`config.mk`:
```
export PLATFORM = sky130hd
export DESIGN_NAME = uart_tx_fifo
export DESIGN_NICKNAME = d
export VERILOG_FILES = /design/src/rtl/uart_tx_fifo.sv
export SDC_FILE = /design/constraint.sdc
export NUM_CORES = 1
export LEC_CHECK = 0
export ABC_AREA = 1
export BUFFER_PORTS_ARGS = -buffer_cell sky130_fd_sc_hd__buf_2
export CAP_MARGIN = 20
export CORE_MARGIN = 4
export CORE_UTILIZATION = 37
export CTS_CLUSTER_DIAMETER = 150
export DETAILED_ROUTE_END_ITERATION = 10
export HOLD_SLACK_MARGIN = 0.03
export PLACE_DENSITY_LB_ADDON = 0.2
export SLEW_MARGIN = 20
export SYNTH_ARGS = -nofsm -noshare
export SYNTH_HDL_FRONTEND = slang
export SYNTH_SLANG_ARGS = --single-unit
```
`constraint.sdc`:
```
create_clock -name SCLK -period 2.35 [get_ports SCLK]
set_input_delay 0.1175 -clock SCLK [delete_from_list [all_inputs] [get_ports SCLK]]
set_output_delay 0.1175 -clock SCLK [all_outputs]
set_load 0.005 [all_outputs]
```
`src/rtl/uart_tx_fifo.sv`:
```
// uart_tx_fifo: first-word-fall-through byte queue feeding a UART transmitter handshake.
// Define UART_TXQ_DROP_EN to make it never back-pressure: bytes pushed while full are dropped and counted.
module uart_tx_fifo #(
  parameter int WIDTH      = 8,
  parameter int DEPTH_LOG2 = 4
) (
  input  logic                  SCLK,
  input  logic                  RESET_N,
  input  logic                  FLUSH,
  input  logic                  IN_VALID,
  input  logic [WIDTH-1:0]      IN_DATA,
  output logic                  IN_READY,
  output logic                  OUT_VALID,
  output logic [WIDTH-1:0]      OUT_DATA,
  input  logic                  OUT_READY,
  output logic [DEPTH_LOG2:0]   COUNT,
  output logic                  FULL,
  output logic                  EMPTY
`ifdef UART_TXQ_DROP_EN
  ,
  output logic [15:0]           DROP_COUNT
`endif
);
  localparam int AW = DEPTH_LOG2 + 1;
  localparam int DEPTH = 1 << DEPTH_LOG2;
  logic [WIDTH-1:0] mem_q [DEPTH];
  logic [AW-1:0] wr_ptr_q, wr_ptr_d, rd_ptr_q, rd_ptr_d, count_q, count_d;
  logic push, pop;
  assign FULL      = count_q == AW'(DEPTH);
  assign EMPTY     = count_q == '0;
  assign COUNT     = count_q;
  assign OUT_VALID = ~EMPTY;
  assign OUT_DATA  = mem_q[rd_ptr_q[DEPTH_LOG2-1:0]];
`ifdef UART_TXQ_DROP_EN
  assign IN_READY = 1'b1;
`else
  assign IN_READY = ~FULL;
`endif
  // Push is gated on ~FULL in both builds so a drop mode push never overwrites the head.
  always_comb begin
    push     = IN_VALID & IN_READY & ~FULL & ~FLUSH;
    pop      = OUT_VALID & OUT_READY & ~FLUSH;
    wr_ptr_d = FLUSH ? '0 : wr_ptr_q + AW'(push);
    rd_ptr_d = FLUSH ? '0 : rd_ptr_q + AW'(pop);
    count_d  = FLUSH ? '0 : count_q + AW'(push) - AW'(pop);
  end
  always_ff @(posedge SCLK or negedge RESET_N) begin
    if (!RESET_N) begin
      wr_ptr_q <= '0;
      rd_ptr_q <= '0;
      count_q  <= '0;
    end else begin
      wr_ptr_q <= wr_ptr_d;
      rd_ptr_q <= rd_ptr_d;
      count_q  <= count_d;
    end
  end
  always_ff @(posedge SCLK) begin
    if (push) mem_q[wr_ptr_q[DEPTH_LOG2-1:0]] <= IN_DATA;
  end
`ifdef UART_TXQ_DROP_EN
  logic [15:0] drop_q, drop_d;
  always_comb drop_d = (IN_VALID & FULL & ~&drop_q) ? drop_q + 16'd1 : drop_q;
  always_ff @(posedge SCLK or negedge RESET_N) begin
    if (!RESET_N) drop_q <= '0;
    else drop_q <= drop_d;
  end
  assign DROP_COUNT = drop_q;
`endif
endmodule

```
# Yosys cells after proc, flatten, opt, wreduce, memory -nomap -nowiden
# Memories as Yosys holds them, arrays and structs flattened.
# Cells that the tools add are included.
# classes
n_addsub	4
mul	0
n_div	0
order_cmp	0
eq_ne	1
shifts	0
n_mux	5
bitwise	8
n_reduce_logical	1
# op_table
cell	n
adder 5 x 1 -> 5 bit	3
two-way mux 5 bit	3
AND 1 bit	5
== test 5 bit (second input constant)	1
logical NOT 5 bit	1
subtractor 5 x 1 -> 5 bit	1
NOT 1 bit	3
two-way mux 1 bit	2
# word_totals
ff_bits	15
latchBits	0
mem_bits_rw	128
mem_bits_ro	0
inputBits	13
output_inout_bits	17
wordCells	23
n_memories	1
# memory_table
memory	words	word_bits	rd	rd_clocked_by_memory_dff	write_ports	line_no	rtl
mem_q	16	8	1	0	1	26	logic [WIDTH-1:0] mem_q [DEPTH];

# Logic depth before layout (Yosys ltp)
# Gate-level depths: netlist (run 1).
# logic_depth
word_depth	8
ltp_mapped	17
mapped_depth_nobuf	17

# Worst setup path before layout (run 1)
# Ideal clock, no wire load.
# synth_timing
path_kind	register to register
from	reg count_q[3] (netlist: COUNT[3])
to	reg count_q[4] (netlist: COUNT[4])
setup_ns	0.117
arrival_ns	2.135
t_required_ns	2.233
path_slack_ns	0.099
stages_incl_launch_ff	17
n_path_buf	0
synth_period_minus_slack_ns	2.251
path_cell_list	dfrtp_1 > inv_1 > ha_1 > nand4_1 > nand3_1 > inv_1 > ha_1 > inv_1 > ha_1 > inv_1 > fa_1 > inv_1 > nand2_1 > nand2_1 > a21oi_1 > nor2_1 > nor2_1
# synth_between
word_cells_on_any_way	12
cone_classes	2 x add/sub; 1 x eq/ne; 1 x mux; 7 x bitwise; 1 x reduce/logical
# synth_lines
item	line_no	rtl
start, declared	27	logic [AW-1:0] wr_ptr_q, wr_ptr_d, rd_ptr_q, rd_ptr_d, count_q, count_d;
start signal, assigned	55	count_q <= count_d;
logical NOT 5 bit	30	assign EMPTY = count_q == '0;
NOT 1 bit	32	assign OUT_VALID = ~EMPTY;
named net OUT_VALID	13	output logic OUT_VALID,
AND 1 bit (2 in a row)	42	pop = OUT_VALID & OUT_READY & ~FLUSH;
subtractor 5 x 1 -> 5 bit	45	count_d = FLUSH ? '0 : count_q + AW'(push) - AW'(pop);
two-way mux 5 bit	45	
named net count_d[4]	27	
# The timed path passes the listed nets, and every way through them passes these cells.

# Final worst setup path (run 1)
# layout_timing
from	reg count_q[3] (netlist: COUNT[3])
to	reg count_q[4] (netlist: COUNT[4])
# layout_between
elab_chain_len	8
word_cells_on_any_way	12
cone_classes	2 x add/sub; 1 x eq/ne; 1 x mux; 7 x bitwise; 1 x reduce/logical
# layout_lines
item	line_no	rtl
== test 5 bit	29	assign FULL = count_q == AW'(DEPTH);
NOT 1 bit	37, 41	
AND 1 bit (3 in a row)	41	push = IN_VALID & IN_READY & ~FULL & ~FLUSH;
adder 5 x 1 -> 5 bit	45	
subtractor 5 x 1 -> 5 bit (*)	45	
two-way mux 5 bit (*)	45	
named net count_d[4]	27	
# Mark *: on every way through the listed nets, which the timed path passes. The rest lies on a longest branch.

==> results of run 1 <==
-- worst min-delay path by stage --
stage	from	endpoint	cells after the start
CTS	IN_DATA[3]	mem_q[9][3]	1
floorplan	RESET_N	COUNT[0]	0
global placement	RESET_N	COUNT[3]	1
detailed placement	RESET_N	COUNT[2]	1
global route	IN_DATA[3]	mem_q[15][3]	1
finish	IN_DATA[3]	mem_q[9][3]	1
-- per-stage QoR --
stage	TNS, ns	hold slack (ns)	total power (W)
after floorplan	0	-0.178	0.00367
after global placement	0	0.0269	0.00407
after detailed placement	-0.0592	0.0281	0.00410
after CTS	0	0.0816	0.00694
after global routing	-0.00582	0.0871	0.00734
final	0	0.0874	0.00699
-- repair_timing --
item                                   in CTS  in global routing
setup buffers                               3                  3
setup endpoints to repair                   1                  4
endpoints found under the hold margin      20                  0
gates cloned                                0                  0
resized for setup                           1                 14
pin swaps                                   1                  6
hold buffers                                2                  0
-- routing by layer --
layer / part of all wire, % / up-vias
li1: - / 2123
met1: 46 / 2099
met2: 48 / 98
met3: 3.8 / 21
met4: 2.3 / 0
met5: 0 / -
-- layout make-up --
cell class                 instances  area (um^2)
clock buffer                      18          429
clock inverter                    14          194
sequential                       141         4170
multi-input combinational        338         1580
tap                              220          275
fill                            1561         9080
timing repair buffer              68          472
inverter                         118          443
-- cell usage in the layout (no fill, tap or decap) --
master | Yosys | final
clkbuf_1 | 2 | 1
buf_6 | 4 | 1
buf_12 | 0 | 2
clkinvlp_4 | 0 | 4
o21ai_1 | 2 | 2
edfxtp_1 | 128 | 128
ha_1 | 10 | 7
a21oi_2 | 0 | 1
fa_2 | 0 | 1
clkbuf_16 | 0 | 17
buf_4 | 1 | 34
buf_2 | 16 | 29
nand2_1 | 177 | 177
inv_6 | 0 | 1
nand3_1 | 92 | 91
nand4_1 | 4 | 4
clkinv_2 | 0 | 1
a21oi_1 | 8 | 7
nand3_2 | 0 | 1
inv_1 | 114 | 108
dfrtp_1 | 13 | 12
xnor2_1 | 1 | 1
nor2_1 | 37 | 37
dfrtp_2 | 0 | 1
clkinv_4 | 0 | 3
ha_4 | 0 | 3
clkinv_1 | 1 | 2
bufinv_16 | 0 | 4
o211ai_1 | 2 | 2
o21ai_0 | 3 | 3
inv_2 | 3 | 9
xor2_1 | 1 | 1
dlygate4sd3_1 | 0 | 2
-- critical path: stages, from the launching register on --
cell	delay (ns)
dfrtp_1	0.39
inv_2	0.10
ha_4	0.14
nand4_1	0.11
nand3_1	0.12
inv_2	0.06
ha_4	0.23
inv_2	0.06
ha_4	0.12
inv_2	0.04
fa_2	0.37
inv_2	0.06
nand2_1	0.06
nand2_1	0.08
a21oi_2	0.06
nand2_1	0.05
nand2_1	0.04
nor2_1	0.12
-- report_power, final --
part	switching, W	total (W)	internal, W	leakage [nW]
clock network	0.00104	0.00282	0.00178	0.290
logic	0.000788	0.00131	0.000519	1.68
registers	0.0000592	0.00287	0.00281	1.33
-- kinds of logic (layout without fill, tap and decap cells) --
logic type	after synthesis	count (layout)
simple gates	310	310
buf+inv	142	218
flops	141	141
compound gates	15	15
fa+ha+maj	11	11
xor+xnor	2	2
-- state kept, by name, summed over array words and instances, names as in the netlist --
register  cells
COUNT         5
mem_q       128
rd_ptr_q      4
wr_ptr_q      4
==> impl_metrics.csv, run 1 <==
group,metric,value,unit
status,status,"complete, no violations",
die,start_util,37.8,%
setup_path,cp-start-kind,"flip-flop",
detailed_routing,vias_per_cell,4.73,
logic_synthesis,synthesis.nets,645,
grt,grt_util_met3,3.07,%
setup_path,end_kind,"flip-flop",
logic_synthesis,synthAdderAreaFrac,2.31,%
setup_path,arrival,2.61,ns
grt,grt_pass1_vias,4251,
setup_path,r2r-end,"COUNT[4]",
power,p_leak,3.29,nW
cts,htreeDepth,4,
logic_synthesis,async_reset_ff_share,9.22,%
min_path,hp-class,"in -> reg",
setup_path,worstPathRequired,2.69,ns
logic_synthesis,synth_top_family_by_area,"simple AND/OR/NAND/NOR gates",
job,cap_viol_max_count,0,
timing,worst_slack,0.0830,ns
detailed_routing,routed_wl,14.7,mm
layout,design_area,0.00756,mm^2
logic_synthesis,ys_seq_area_share,66.3,%
logic_synthesis,synth_xor_area_share,0.279,%
timing,timing_max_transition_violations_final,0,
logic_synthesis,ys_types,22,
setup_path,setup.worst_path.start,"COUNT[3]",
logic_synthesis,synth_top_area_cell,"edfxtp_1",
logic_synthesis,synth_compound_area_share,1.27,%
power,irDropWorstVdd,0.567,mV
layout,layout-drive-gt1-share,16.1,%
timing,fin_crit_sh,96.5,%
cts,clock_sinks,141,
logic_synthesis,ys.flop_type,"edfxtp_1",
detailed_routing,via_count,4341,
setup_path,r2r_start,"COUNT[3]",
grt,grt_pass1_wl,23.3,mm
logic_synthesis,ys_warn_count,0,
layout,fin_nets,708,
grt,grt_usage,15.7,%
layout,antenna_cells,0,
cts,cts_tree,"built",
logic_synthesis,synthTopCellsByArea,"edfxtp_1, nand2_1, nand3_1",
logic_synthesis,synth_area,0.00629,mm^2
die,fp.coreArea,0.0166,mm^2
placement,dp_cells,877,
power,powerDensity,924,mW/mm^2
grt,grt_max_degree,67,
cts,clk_pin_slew,0.06,ns
setup_path,crit_type,"reg -> reg",
placement,pre_cts_ws,-0.0592,ns
cts,clock_path_buffers,2,
detailed_routing,drtPass1Iterations,5,
logic_synthesis,synth_commonest_cells,"nand2_1, edfxtp_1, inv_1, nand3_1, nor2_1",
die,io_pins,30,
die,die_width,138,um
grt,grtUsageMet1,20.7,%
detailed_routing,drcViolationCount,0,
timing,setup_viol,0,
setup_path,crit_fanout,2,
grt,antenna_found_initial,0,
logic_synthesis,synth-edff-count,128,
detailed_routing,drtIter0Drc,297,
timing,period_minus_slack,2.27,ns
logic_synthesis,synth_cells,621,
timing,tightest_slew,0.716,ns
placement,io_buffers,29,
cts,clockRootBuffer,"clkbuf_16",
grt,grt_overflow_total,0,
die,die_h,138,um
setup_path,reg2regPathDepth,17,
placement,place_hpwl,9.40,mm
logic_synthesis,synth_mux_area_share,0,%
timing,clock.fmax,0.441,GHz
logic_synthesis,ys_ff_latch,141,
die,row_count,47,
logic_synthesis,syn_area_per_cell,10.1,um^2
placement,routabilityCongestion,0.860,
setup_path,endpoint,"COUNT[4]",
logic_synthesis,synth_simple_gate_area_share,20.5,%
timing,relSlewSlack,52.2,%
setup_path,regToRegSetupSlack,0.08,ns
logic_synthesis,synth_top_area_share,61.1,%
cts,numCtsBuffers,17,
layout,final_cells,917,
timing,hold_violations,0,
layout,fin_util,45.4,%
layout,area_delta_synth_final,20.3,%
cts,clk_latency,0.42,ns
timing,fin_skew,0.00681,ns
grt,met2_usage,25.3,%
detailed_routing,ant_nets,0,
die,die-area,0.0191,mm^2
placement,postPlaceCellArea,0.00682,mm^2
detailed_routing,wl_per_cell,16.0,um
logic_synthesis,yosysMostFrequentCell,"nand2_1",
grt,grt.busiest_layer,"met2",
No activity file was read; power rests on OpenSTA's default activity.
==> inputs of run 2 (changes only) <==
Settings changed: CORE_MARGIN 4 to 2, CTS_CLUSTER_SIZE from default to 10.
==> run 2 against run 1 <==
Die area shrank 5.7%. Core utilization grew 0.27 points. Combinational power shrank 3%.
==> impl_metrics.csv, run 2 (same netlist as run 1, synthesis figures left out) <==
group,metric,value,unit
status,status,"complete, no violations",
detailed_routing,ant_nets,0,
detailed_routing,routed_wl,14.3,mm
setup_path,worstPathRequired,2.70,ns
timing,period_minus_slack,2.23,ns
cts,clk_latency,0.42,ns
detailed_routing,via_count,4253,
die,start_util,37.9,%
detailed_routing,drcViolationCount,0,
cts,clock_sinks,141,
detailed_routing,drtPass1Iterations,7,
setup_path,regToRegSetupSlack,0.12,ns
cts,htreeDepth,4,
timing,hold_violations,0,
layout,antenna_cells,0,
layout,layout-drive-gt1-share,15.8,%
grt,grt_overflow_total,0,
layout,final_common_cell,"nand2_1",
die,io_pins,30,
grt,grt_max_degree,54,
power,irDropWorstVdd,0.573,mV
placement,pre_cts_ws,-0.0831,ns
die,row_count,47,
timing,rsz0062_at_grt,"false",
timing,timing_max_transition_violations_final,0,
min_path,hold_depth,1,
setup_path,end_kind,"flip-flop",
setup_path,reg2regPathDepth,17,
layout,area_delta_synth_final,20.6,%
grt,antenna_found_initial,0,
cts,clk_pin_slew,0.06,ns
placement,place_hpwl,9.17,mm
detailed_routing,wl_per_cell,15.6,um
min_path,hp-class,"in -> reg",
setup_path,arrival,2.58,ns
power,powerDensity,924,mW/mm^2
timing,fin_crit_sh,94.9,%
layout,design_area,0.00758,mm^2
timing,clock.fmax,0.448,GHz
setup_path,crit_fanout,2,
cts,clock_path_buffers,2,
job,cap_viol_max_count,0,
detailed_routing,vias_per_cell,4.63,
setup_path,crit_type,"reg -> reg",
setup_path,setup.worst_path.start,"COUNT[2]",
cts,clockRootBuffer,"clkbuf_16",
min_path,min_from,"IN_DATA[1]",
die,die_h,134,um
die,fp.coreArea,0.0166,mm^2
timing,fin_tns_setup,0,ns
layout,largest_reg_flops,128,
cts,cts_tree,"built",
timing,worst_slack,0.120,ns
setup_path,cp-start-kind,"flip-flop",
timing,relSlewSlack,71.8,%
placement,postPlaceCellArea,0.00683,mm^2
detailed_routing,drtIter0Drc,332,
timing,setup_viol,0,
layout,fill_cells,1582,
power,power,0.00700,W
cts,numCtsBuffers,17,
layout,final_cell_mix,"nand2_1, edfxtp_1, inv_1",
grt,grt_pass1_wl,22.5,mm
die,die_width,134,um
power,p_leak,3.31,nW
setup_path,r2r_start,"COUNT[2]",
die,die-area,0.0181,mm^2
timing,tightest_slew,0.423,ns
placement,io_buffers,29,
placement,routabilityCongestion,0.784,
timing,fin_skew,0.00626,ns
grt,grt_pass1_vias,4121,
timing,hold-worst-slack,0.0956,ns
layout,fin_nets,709,
grt,grt_usage,17.1,%
## run 2: layer usage
metal  GRT usage, %  part of all wire (%)  vias up  wire [um]
li1               -                     -     2129          -
met1           21.7                    44     2017       6340
met2           28.3                    50       91       7120
met3           4.38                   4.6       16        667
met4           6.14                   1.5        0        218
met5              0                     0        -          0
## run 2: area by class of cell
class | instances | area, um^2 | area share (%)
clock inverter | 15 | 201 | 2.66
inverter | 118 | 443 | 5.84
tap | 220 | 275 | 3.63
clock buffer | 17 | 425 | 5.61
timing repair buffer | 69 | 483 | 6.37
multi-input combinational | 338 | 1580 | 20.8
sequential | 141 | 4170 | 55.0
## run 2: per-stage QoR
step | utilization, % | std cells
finish | 45.7 | 918
global route | 45.7 | 918
CTS | 45.2 | 914
detailed placement | 41.2 | 878
global placement | 41.2 | 878
floorplan | - | 621
## run 2: final timing paths
path | endpoint
max reg2reg | COUNT[4]
min in group asynchronous | COUNT[0]
min | mem_q[15][1]
min reg2reg | wr_ptr_q[3]
max in group asynchronous | rd_ptr_q[0]
max | COUNT[4]
## run 2: worst max-delay path, stage by stage, from the launching register on
cell and delay, ns:
dfrtp_1 0.39, inv_2 0.09, ha_4 0.14, nand4_1 0.10, nand3_1 0.13, inv_2 0.06, ha_4 0.21, inv_2 0.06
ha_4 0.13, inv_2 0.04, fa_2 0.36, inv_2 0.05, nand2_1 0.06, nand2_1 0.08, a21oi_2 0.06, nand2_1 0.05
nand2_1 0.05, nor2_1 0.11
## run 2: what timing repair did
item	CTS	global route
pin swaps	2	8
setup endpoints to repair	1	2
buffers inserted	2	4
endpoints found under the hold margin	20	0
gates resized for setup	2	15
hold buffers	2	0
## run 2: where the power goes
part	total (W)	leakage (nW)	switching, W	internal, W
registers	0.00289	1.33	0.0000784	0.00281
logic	0.00127	1.68	0.000758	0.000514
clock network	0.00284	0.296	0.000984	0.00186
total	0.00700	3.31	0.00182	0.00518
==> inputs of run 3 (changes only) <==
Settings changed: PLACE_DENSITY from default to 0.64, PLACE_DENSITY_LB_ADDON 0.2 to default.
==> run 3 against run 2 <==
Combinational power is essentially flat. Clock-buffer cell count is 2 higher. Clock skew fell by 0.00070 ns. Non-clock buffer count is 9 lower. Worst hold slack worse by 0.0064 ns. Power shrank 2.3%.
==> impl_metrics.csv, run 3 (same netlist as run 1, synthesis figures left out) <==
group,metric,value,unit
grt,grt_pass1_wl,21.7,mm
cts,clockRootBuffer,"clkbuf_16",
cts,clock_sinks,141,
timing,hold_violations,0,
placement,io_buffers,29,
grt,grt_overflow_total,0,
timing,fin_skew,0.00556,ns
setup_path,worstPathRequired,2.67,ns
power,power.switching,0.00180,W
setup_path,cp_cell_sequence,"inv_2, ha_2, nand4_1, nand3_1, inv_2, ha_4, inv_2, ha_4, inv_2, fa_2, inv_1, nand2_1, nand2_1, a21oi_1, nor2_1, nor2_1",
setup_path,crit_type,"reg -> reg",
grt,grt_max_degree,49,
layout,area_delta_synth_final,18.6,%
detailed_routing,drtIter0Drc,386,
placement,postPlaceCellArea,0.00677,mm^2
timing,setup_viol,0,
power,clkPwrFrac,40.1,%
setup_path,crit_fanout,3,
setup_path,arrival,2.52,ns
die,start_util,37.9,%
setup_path,cp_num_buf_inv,5,
setup_path,cp-start-kind,"flip-flop",
detailed_routing,via_count,4278,
die,die_h,134,um
placement,routabilityCongestion,0.794,
power,power,0.00684,W
die,fp.coreArea,0.0166,mm^2
power,seqPwrFrac,41.8,%
detailed_routing,drtPass1Iterations,7,
layout,fin_nets,700,
grt,antenna_found_initial,1,
detailed_routing,wl_per_cell,14.8,um
cts,htreeDepth,4,
min_path,hp-class,"in -> reg",
setup_path,critPathTopFamily,"adder cells",
timing,relSlewSlack,51.3,%
job,cap_viol_max_count,0,
setup_path,slowest_delay,0.40,ns
cts,clock_path_buffers,2,
power,switching_share,26.3,%
grt,grt_usage,16.0,%
die,die_width,134,um
cts,cts_tree,"built",
die,row_count,47,
timing,tightest_slew,0.730,ns
layout,layout-drive-gt1-share,14.5,%
power,irDropWorstVdd,0.585,mV
placement,place_hpwl,8.25,mm
detailed_routing,vias_per_cell,4.71,
layout,final_cell_mix,"nand2_1, edfxtp_1, inv_1",
layout,design_area,0.00746,mm^2
setup_path,crit_top_cell,"inv_2",
detailed_routing,ant_nets,0,
layout,fill_cells,1559,
layout,final_common_cell,"nand2_1",
power,p_leak,3.25,nW
status,status,"complete, no violations",
cts,clk_pin_slew,0.06,ns
timing,timing_max_transition_violations_final,0,
detailed_routing,drcViolationCount,0,
timing,fin_crit_sh,93.9,%
grt,grt_pass1_vias,4169,
timing,hold-worst-slack,0.0892,ns
detailed_routing,routed_wl,13.5,mm
die,io_pins,30,
layout,antenna_cells,0,
cts,clk_latency,0.42,ns
timing,period_minus_slack,2.21,ns
power,powerDensity,918,mW/mm^2
layout,largest_reg_flops,128,
cts,numCtsBuffers,17,
setup_path,slowest_stage,"dfrtp_1",
power,comb_power_share,18.1,%
timing,clock.fmax,0.453,GHz
die,die-area,0.0181,mm^2
setup_path,end_kind,"flip-flop",
power,p_int,0.00504,W
[run 3: area by class of cell]
class / count / area (um^2) / area share, %
clock buffers: 19 / 433 / 5.81
inverters: 118 / 443 / 5.94
repair buffers: 60 / 395 / 5.30
flip-flops and latches: 141 / 4170 / 55.9
clock inverters: 13 / 173 / 2.32
multi-input cells: 338 / 1570 / 21.0
well taps: 220 / 275 / 3.69
[run 3: per-stage QoR]
stage | worst slack (ns) | cells | util (%) | TNS (ns)
finish | 0.143 | 909 | 45.0 | 0
global route | -0.0135 | 909 | 45.0 | -0.0135
CTS | 0.00117 | 906 | 44.6 | 0
detailed placement | -0.0162 | 872 | 40.8 | -0.0162
global placement | 0.0692 | 872 | 40.8 | 0
floorplan | 0.0987 | 621 | - | 0
[run 3: timing repair]
action / in CTS / in global routing
buffers inserted: 0 / 3
endpoints found under the hold margin: 20 / 0
hold buffers: 2 / 0
cloned: 0 / 0
endpoints found under the setup margin: 1 / 1
gates resized for setup: 1 / 9
pin swaps: 1 / 6
[run 3: power by group through the flow]
stage	registers, W	clock network, W	logic (W)
5_1_grt	0.00287	0.00289	0.00141
6_report	0.00286	0.00274	0.00124
2_1_floorplan	0.00291	0	0.000765
4_1_cts	0.00286	0.00279	0.00117
3_5_place_dp	0.00291	0	0.00116
3_3_place_gp	0.00290	0	0.00115
[run 3: per-layer routing]
| metal | part of all wire, % | track usage [%] | up-vias |
|---|---|---|---|
| met4 | 1.9 | 6.55 | 2 |
| li1 | - | - | 2108 |
| met3 | 5.3 | 4.42 | 26 |
| met5 | 0.082 | 0 | - |
| met2 | 49 | 26.1 | 110 |
| met1 | 44 | 20.1 | 2032 |
[run 3: path summary, 6_finish.rpt]
| kind | startpoint | to | slack (ns) | cells past startpoint |
|---|---|---|---|---|
| worst max-delay path | COUNT[2] | COUNT[4] | 0.14 | 16 |
| worst min-delay path | IN_DATA[0] | mem_q[0][0] | 0.09 | 1 |
| worst max register to register | COUNT[2] | COUNT[4] | 0.14 | 16 |
| worst min register to register | wr_ptr_q[3] | wr_ptr_q[3] | 0.61 | 2 |
| max in group asynchronous | RESET_N | rd_ptr_q[0] | 1.98 | 2 |
| min in group asynchronous | RESET_N | COUNT[1] | 0.11 | 2 |
